File: src/rtl/uart_sender.sv
// UART transmitter: serialises one byte LSB first with a start bit and 1 or 2 stop bits.
// Every output is driven directly from a flop. Busy and done are reported back to the peripheral.
module uart_sender #(
  parameter int CLKS_PER_BIT = 5208,
  parameter int STOP_BITS    = 1
) (
  input  logic       clk,
  input  logic       reset,
  input  logic [7:0] tx_data,
  input  logic       tx_start,
  output logic       tx,
  output logic       tx_busy,
  output logic       tx_done
);

  localparam int BW = (CLKS_PER_BIT > 1) ? $clog2(CLKS_PER_BIT) : 1;
  localparam logic [BW-1:0] BAUD_LAST = BW'(CLKS_PER_BIT - 1);
  localparam logic [BW-1:0] BAUD_PRE  = BW'(CLKS_PER_BIT - 2);

  typedef enum logic [1:0] {IDLE, START, DATA, STOP} state_t;

  state_t        state, state_d;
  logic [BW-1:0] baud_cnt, baud_d;
  logic [2:0]    bit_idx, bit_d;
  logic [7:0]    shift_reg, shift_d;
  logic          stop_cnt, stop_d;
  logic          tx_d, busy_d, done_d;
  logic          baud_end, last_stop;

  always_ff @(posedge clk or negedge reset) begin
    if (!reset) begin
      state     <= IDLE;
      baud_cnt  <= '0;
      bit_idx   <= '0;
      shift_reg <= '0;
      stop_cnt  <= 1'b0;
      tx        <= 1'b1;
      tx_busy   <= 1'b0;
      tx_done   <= 1'b0;
    end else begin
      state     <= state_d;
      baud_cnt  <= baud_d;
      bit_idx   <= bit_d;
      shift_reg <= shift_d;
      stop_cnt  <= stop_d;
      tx        <= tx_d;
      tx_busy   <= busy_d;
      tx_done   <= done_d;
    end
  end

  always_comb begin
    baud_end  = (baud_cnt == BAUD_LAST);
    last_stop = (STOP_BITS == 1) || stop_cnt;

    state_d = state;
    baud_d  = baud_cnt;
    bit_d   = bit_idx;
    shift_d = shift_reg;
    stop_d  = stop_cnt;
    tx_d    = tx;
    busy_d  = tx_busy;
    done_d  = 1'b0;

    unique case (state)
      IDLE: begin
        tx_d   = 1'b1;
        busy_d = 1'b0;
        if (tx_start) begin
          shift_d = tx_data;
          baud_d  = '0;
          state_d = START;
          tx_d    = 1'b0;
          busy_d  = 1'b1;
        end
      end
      START: begin
        if (baud_end) begin
          baud_d  = '0;
          bit_d   = '0;
          state_d = DATA;
          tx_d    = shift_reg[0];
        end else begin
          baud_d = baud_cnt + 1'b1;
        end
      end
      DATA: begin
        if (baud_end) begin
          baud_d = '0;
          if (bit_idx == 3'd7) begin
            state_d = STOP;
            stop_d  = 1'b0;
            tx_d    = 1'b1;
          end else begin
            bit_d = bit_idx + 3'd1;
            tx_d  = shift_reg[bit_idx + 3'd1];
          end
        end else begin
          baud_d = baud_cnt + 1'b1;
        end
      end
      STOP: begin
        tx_d = 1'b1;
        if (baud_end) begin
          baud_d = '0;
          if (last_stop) begin
            state_d = IDLE;
            busy_d  = 1'b0;
          end else begin
            stop_d = 1'b1;
          end
        end else begin
          baud_d = baud_cnt + 1'b1;
          // Registered done must rise one cycle early to land on the final stop cycle.
          if (last_stop && baud_cnt == BAUD_PRE) done_d = 1'b1;
        end
      end
      default: state_d = IDLE;
    endcase
  end

endmodule

File: config.mk
export PLATFORM = sky130hd
export DESIGN_NAME = uart_sender
export DESIGN_NICKNAME = d
export VERILOG_FILES = /design/src/rtl/uart_sender.sv
export SDC_FILE = /design/constraint.sdc
export NUM_CORES = 1
export LEC_CHECK = 0
export BUFFER_PORTS_ARGS = -buffer_cell sky130_fd_sc_hd__buf_2
export CORE_UTILIZATION = 36
export DETAILED_ROUTE_END_ITERATION = 12
export HOLD_SLACK_MARGIN = 0.02
export PLACE_DENSITY = 0.67
export SYNTH_ARGS = -nofsm -noshare
export SYNTH_HDL_FRONTEND = slang
export SYNTH_SLANG_ARGS = --single-unit
export TNS_END_PERCENT = 20
File: constraint.sdc
create_clock -name clk -period 2.05 [get_ports clk]
set_clock_uncertainty 0.2 [all_clocks]
set_input_delay 0 -clock clk [delete_from_list [all_inputs] [get_ports clk]]
set_output_delay 0 -clock clk [all_outputs]
set_load 0.02 [all_outputs]
After elaboration in Yosys (flattened, before gate mapping)
Index checks and enable logic that the tools add are counted.

storage, ports and cells
  register bits = 29
  latch bits = 0
  bits in writable memories = 0
  ROM bits = 0
  input port bits = 11
  output and inout port bits = 3
  word-level logic and storage cells = 57
  memories = 0

operators by class
  add/sub/neg operators = 2
  $mul = 0
  div/mod/pow operators = 0
  magnitude comparators = 1
  equality and inequality tests = 12
  shift operators = 0
  multiplexer cells = 26
  bitwise gates (word level) = 0
  reduce and logical (&&, ||, !) cells = 9

operators by type and width
  kind                   count
  $eq 13x13->1 const B   2
  $mux 13                2
  $pmux 13 s2            1
  $add 13x1->13 const B  1
  $ne 2x2->1 const B     6
  $mux 1                 10
  $mux 2                 5
  $mux 3                 3
  $pmux 2 s4             1
  $pmux 3 s2             1
  $reduce_and 2->1       3
  $reduce_and 5->1       1
  $eq 2x2->1 const B     2
  $lt 3x4->1 const B     1
  $pmux 1 s4             1
  $reduce_and 4->1       1
  $reduce_bool 2->1      2
  $add 3x1->3 const B    1
  $bmux 1 s3             1
  $eq 3x3->1 const B     1
  $reduce_or 3->1        1
  $eq 2x1->1 const B     1
  $logic_not 2->1        1
  $pmux 1 s2             1

Logic depth before layout (Yosys ltp)
  depth after elaboration = 6
  depth in mapped cells = 7
  depth with buffers taken out = 6

Worst setup path before layout
No wires, ideal clock.

  kind = register to register
  start point = reg baud_cnt[0]
  end point = reg state[1]
  library setup time = 0.128 ns
  arrival = 1.688 ns
  required time = 1.722 ns
  setup slack = 0.035 ns
  cell stages (with the launch flop) = 7
  path buffers = 1
  clock period less this slack = 2.015 ns
  path through = dfrtp_1 ha_1 and2_2 and4_1 buf_6 o221ai_2 mux2_1

on the way
  longest elaborated chain between the ends = 3
  elaborated cells between the ends (all ways) = 5
  those cells by class = eq/ne (4); reduce/logical (1)

ends and longest elaborated chain
  item                                   line  text
  from (decl)                            23    logic [BW-1:0] baud_cnt, baud_d;
  from (signal assigned)                 42    baud_cnt <= baud_d;
  $eq 13x13->1 (*)                       53    baud_end = (baud_cnt == BAUD_LAST);
  $ne 2x2->1 (no source line)            -
  $reduce_and 5->1 (no source line) (*)  -
  to (signal assigned)                   41    state <= state_d;
  to (decl)                              22    state_t state, state_d;

Every way passes the cells marked *; elsewhere a longest branch is shown, timed or not.
A chain may end at the register's enable or synchronous reset.

Worst setup path after layout
  start point = reg bit_idx[0]
  end point = reg tx

on the way
  longest elaborated chain between the ends = 6
  elaborated cells between the ends (all ways) = 7
  those cells by class = add/sub (1); eq/ne (1); mux (5)

ends and longest elaborated chain
  item                          line  text
  from (decl)                   24    logic [2:0] bit_idx, bit_d;
  from (signal assigned)        43    bit_idx <= bit_d;
  $add 3x1->3                   96    tx_d = shift_reg[bit_idx + 3'd1];
  $bmux 1 s3                    96
  $mux 1 (not written as such)  96
  $mux 1 (*)                    90    if (bit_idx == 3'd7) begin
  $mux 1 (*)                    88    if (baud_end) begin
  $pmux 1 s4 (*)                65    unique case (state)
  to (signal assigned)          46    tx <= tx_d;
  to (decl)                     11    output logic tx,

Every way passes the cells marked *; elsewhere a longest branch is shown, timed or not. The select of a mux whose other input is x is not followed.

==> results.txt <==
The leakage power figure is slightly above 0.0009 µW. The library cell with the largest summed area after synthesis is dfrtp_1. Sequential cells account for a little over half of the total power.

The iteration count of the initial detailed-routing pass came out at 4. The register with the most flip-flops in the layout has 13 of them. The number of violations of the max-capacitance limit came out at 0. The standard cell core area came out at 4350 µm².

The clock network fraction of total power came out at 43.1%. The number of buffers and inverters on the critical path came out at 0. The most used flip-flop cell after synthesis is dfrtp_1.

The final layout net count is 212. The final RePlAce weighted congestion is 0.846. The number of H-tree branching levels came out at 2.

The synthesized design devotes to its leading area cell type 42.8% of total area. During I/O placement, the number of pins put on the boundary was 14. The category of the critical setup timing path is flop to flop. The remaining routing DRC violations is 0. The number of clock sinks seen by CTS came out at 29. Tracing the worst setup path back leads to its startpoint at bit_idx[0]. In the post-synthesis netlist, the biggest area contributors are dfrtp_1 43%, ha_1 6.9%, mux2_2 6.2%.

The final count of hold timing violations came to 0. The worst setup path is launched from a flop. On the worst path, the slowest cell contributes a delay of between 0.4 and 0.5 ns. In the post-synthesis netlist, the cell with the most instances is dfrtp_1.

Among cell families on the critical path, the largest total delay comes from multiplexers. For this design the ratio of total power to cell area is about 520 nW/µm². The first global-routing pass estimated between 6000 and 7000 µm of wire. The internal power summed over all cells is slightly above 800 µW. The average wire per cell in the routed design is approximately 15 µm.

The total detailed-routing wirelength is about 3700 µm. Setup repair after global routing left no endpoint under its margin. Traced cell by cell, the critical path runs through ha_1 -> mux4_2 -> mux2i_1 -> a31oi_1 -> mux2_2. The number of standard cells after synthesis is roughly 150.

The maximum operating frequency came out at approximately 520 MHz. The smallest clock period supported by the final layout is computed as between 1.5 and 2 ns. Of all nets on the critical path, the largest fanout is 4. The number of buffers inserted by port buffering is 13.

Counting every net in the synthesized netlist gives about 170. The number of pins with negative max-slew slack in the final report is 0. After routing, the total negative slack on setup checks comes to 0 ns. The total of endpoints with negative setup slack in the final report came out at 0. The non-filler instance count after layout is around 250. The run finished with clean final reports. The commonest cells after synthesis are 28 x dfrtp_1, 12 x nand2_1, 10 x nor2_1. The share of total power consumed by net switching came out at 22.7%. The worst-margin pin slew is 0.675 ns. The number of buffers added by the clock tree synthesis step came out at 5. In the finished design, the share of the clock period the worst path needs comes to 94.3%.

The worst register-to-register path begins at bit_idx[0]. The number of synthesized register bits is 29. The worst voltage drop across the vdd grid came out at roughly 0.50 mV. The effective utilization at floorplan came out at 37.6%. The worst min-delay path category is input port to async pin. The wire-length estimate of the detail-placed layout is roughly 2500 µm. The number of antenna repair diodes is 0. The height of the die came out at approximately 69 µm. The maximum count of clock buffers along a single path came out at 2. The post-CTS setup buffer count is 0. The number of global-route vias before repair is 1362. The number of antenna violations at the first check in global routing came out at 0. The growth of design area from synthesis to finish is 24.6%. The row count is 24. The data arrival at the endpoint of the critical path came out at ~1.9 ns. The analysis attributes to net switching a power of about 240 µW. The synthesis warning total is 0. In the final layout, the share of cells above drive strength 1 is between 20 and 30%. The synthesized area divided by synthesized cell count is around 11 µm². The synthesized netlist occupies a cell area of roughly 1600 µm².

The die covers around 4800 µm². The number of placed instances with taps included is 227. The share of the Yosys chip area taken by registers is 44.5%. The clock transition at the register clock pins on the worst setup and hold paths after CTS is about 0.070 ns. Combinational logic burns ~3.4% of the power.

The worst pin sits at a relative slew slack of between 50% and 60%. Of all flip-flops after synthesis, the portion carrying an async set or reset was between 90% and 100%. The clock latency of the later-clocked register in the worst-skew pair is between 0.2 and 0.3 ns.

TritonCTS built the clock tree. The per-cell via count in the routed design came out at ~5.4. The count of flip-flops with a built-in enable after synthesis came out at 0.

The worst setup path is captured at a flop. The buffer type at the clock tree root is clkbuf_8. Synthesis instantiated 40 different standard cells from the library. The pin count of the biggest net entering global routing came out at 30. The total congestion overflow is 0. The violation count after the first detailed-route iteration is around 130. The required time at the worst-slack endpoint came out at roughly 2.1 ns. The via count is around 1300. The cell with the largest stage delay on the worst path is dfrtp_1. The post-route antenna net violation count came out at 0. For this run, the share of the core covered by cells in the final layout is about 47%. The horizontal die dimension is between 60 and 70 µm. The total track usage is roughly 16%.
==> routing by layer <==
metal	global-route usage, %	part of all wire [%]	wire (µm)
met5	0	0	0
met4	5.67	1.3	49
met3	3.92	3.6	131
met2	27.0	49	1800
met1	20.8	46	1690
==> worst paths after layout <==
kind                                 to  slack (ns)  depth (start not counted)
setup / recovery                     tx        0.12                          5
hold / removal              baud_cnt[5]        0.08                          2
setup reg to reg                     tx        0.12                          5
hold reg to reg            shift_reg[6]        0.31                          1
max in group asynchronous  shift_reg[3]        1.13                          2
min in group clk           shift_reg[7]        0.29                          3
==> area by class of cell <==
| class | instances | area (µm²) |
|---|---|---|
| Sequential cell | 29 | 727 |
| Inverter | 5 | 18.8 |
| Timing Repair Buffer | 38 | 278 |
| Fill cell | 393 | 2320 |
| Tap cell | 52 | 65.1 |
| Clock inverter | 2 | 10.0 |
| Multi-Input combinational cell | 113 | 867 |
| Clock buffer | 6 | 72.6 |
==> kinds of logic (layout without fill, tap and decap cells) <==
family | count (synthesis) | count (layout) | share of synthesized area [%]
simple gates | 50 | 50 | 17.3
xor+xnor | 2 | 2 | 1.07
buf+inv | 9 | 51 | 2.68
compound gates | 37 | 37 | 16.1
flops | 29 | 29 | 44.5
fa+ha+maj | 9 | 9 | 6.89
mux | 15 | 15 | 11.5
==> power groups by stage <==
stage | Sequential [µW] | Clock [µW] | Combinational, µW
2_1_floorplan | 583 | 0 | 0.529
3_3_place_gp | 583 | 0 | 22.5
3_5_place_dp | 583 | 0 | 22.7
4_1_cts | 572 | 475 | 36.9
5_1_grt | 572 | 500 | 40.7
6_report | 572 | 461 | 36.4
==> metrics by stage <==
step / worst slack (ns) / hold slack, ns / instance area, µm² / total power [µW]
2_1_floorplan: 0.0348 / -0.496 / 1640 / 584
4_1_cts: 0.0549 / 0.105 / 2040 / 1080
3_3_place_gp: 0.121 / -0.126 / 1850 / 605
3_5_place_dp: 0.0599 / -0.122 / 1850 / 606
6_report: 0.117 / 0.0837 / 2040 / 1070
5_1_grt: 0.0232 / 0.140 / 2040 / 1110
==> cells in the final DEF, fill, tap and decap left out, types with 3 or more instances in the layout <==
master,synthesis,routed
clkbuf_8,0,5
dlygate4sd3_1,0,10
buf_2,2,13
nor3_1,4,4
mux2i_1,3,3
inv_1,5,5
ha_1,9,9
nand3_1,3,3
a22o_1,7,7
nand2_1,12,12
a21o_1,3,3
a21oi_1,4,4
nor2b_1,4,4
nor2_1,10,10
mux2_2,9,9
nand4_1,5,5
o21ai_0,9,9
dfrtp_1,28,28
a31oi_1,6,6
buf_4,0,15
==> worst register-to-register path, cell delays in order (launching register included) <==
cell	delay [ns]
dfrtp_1	0.44
ha_1	0.36
mux4_2	0.32
mux2i_1	0.17
a31oi_1	0.10
mux2_2	0.27
==> timing repair <==
action	4_1_cts	5_1_grt
gates resized for setup	0	2
hold buffers	10	0
endpoints found under the hold margin	38	0
setup endpoints to repair	0	6
(Power assumes the default switching activity.)
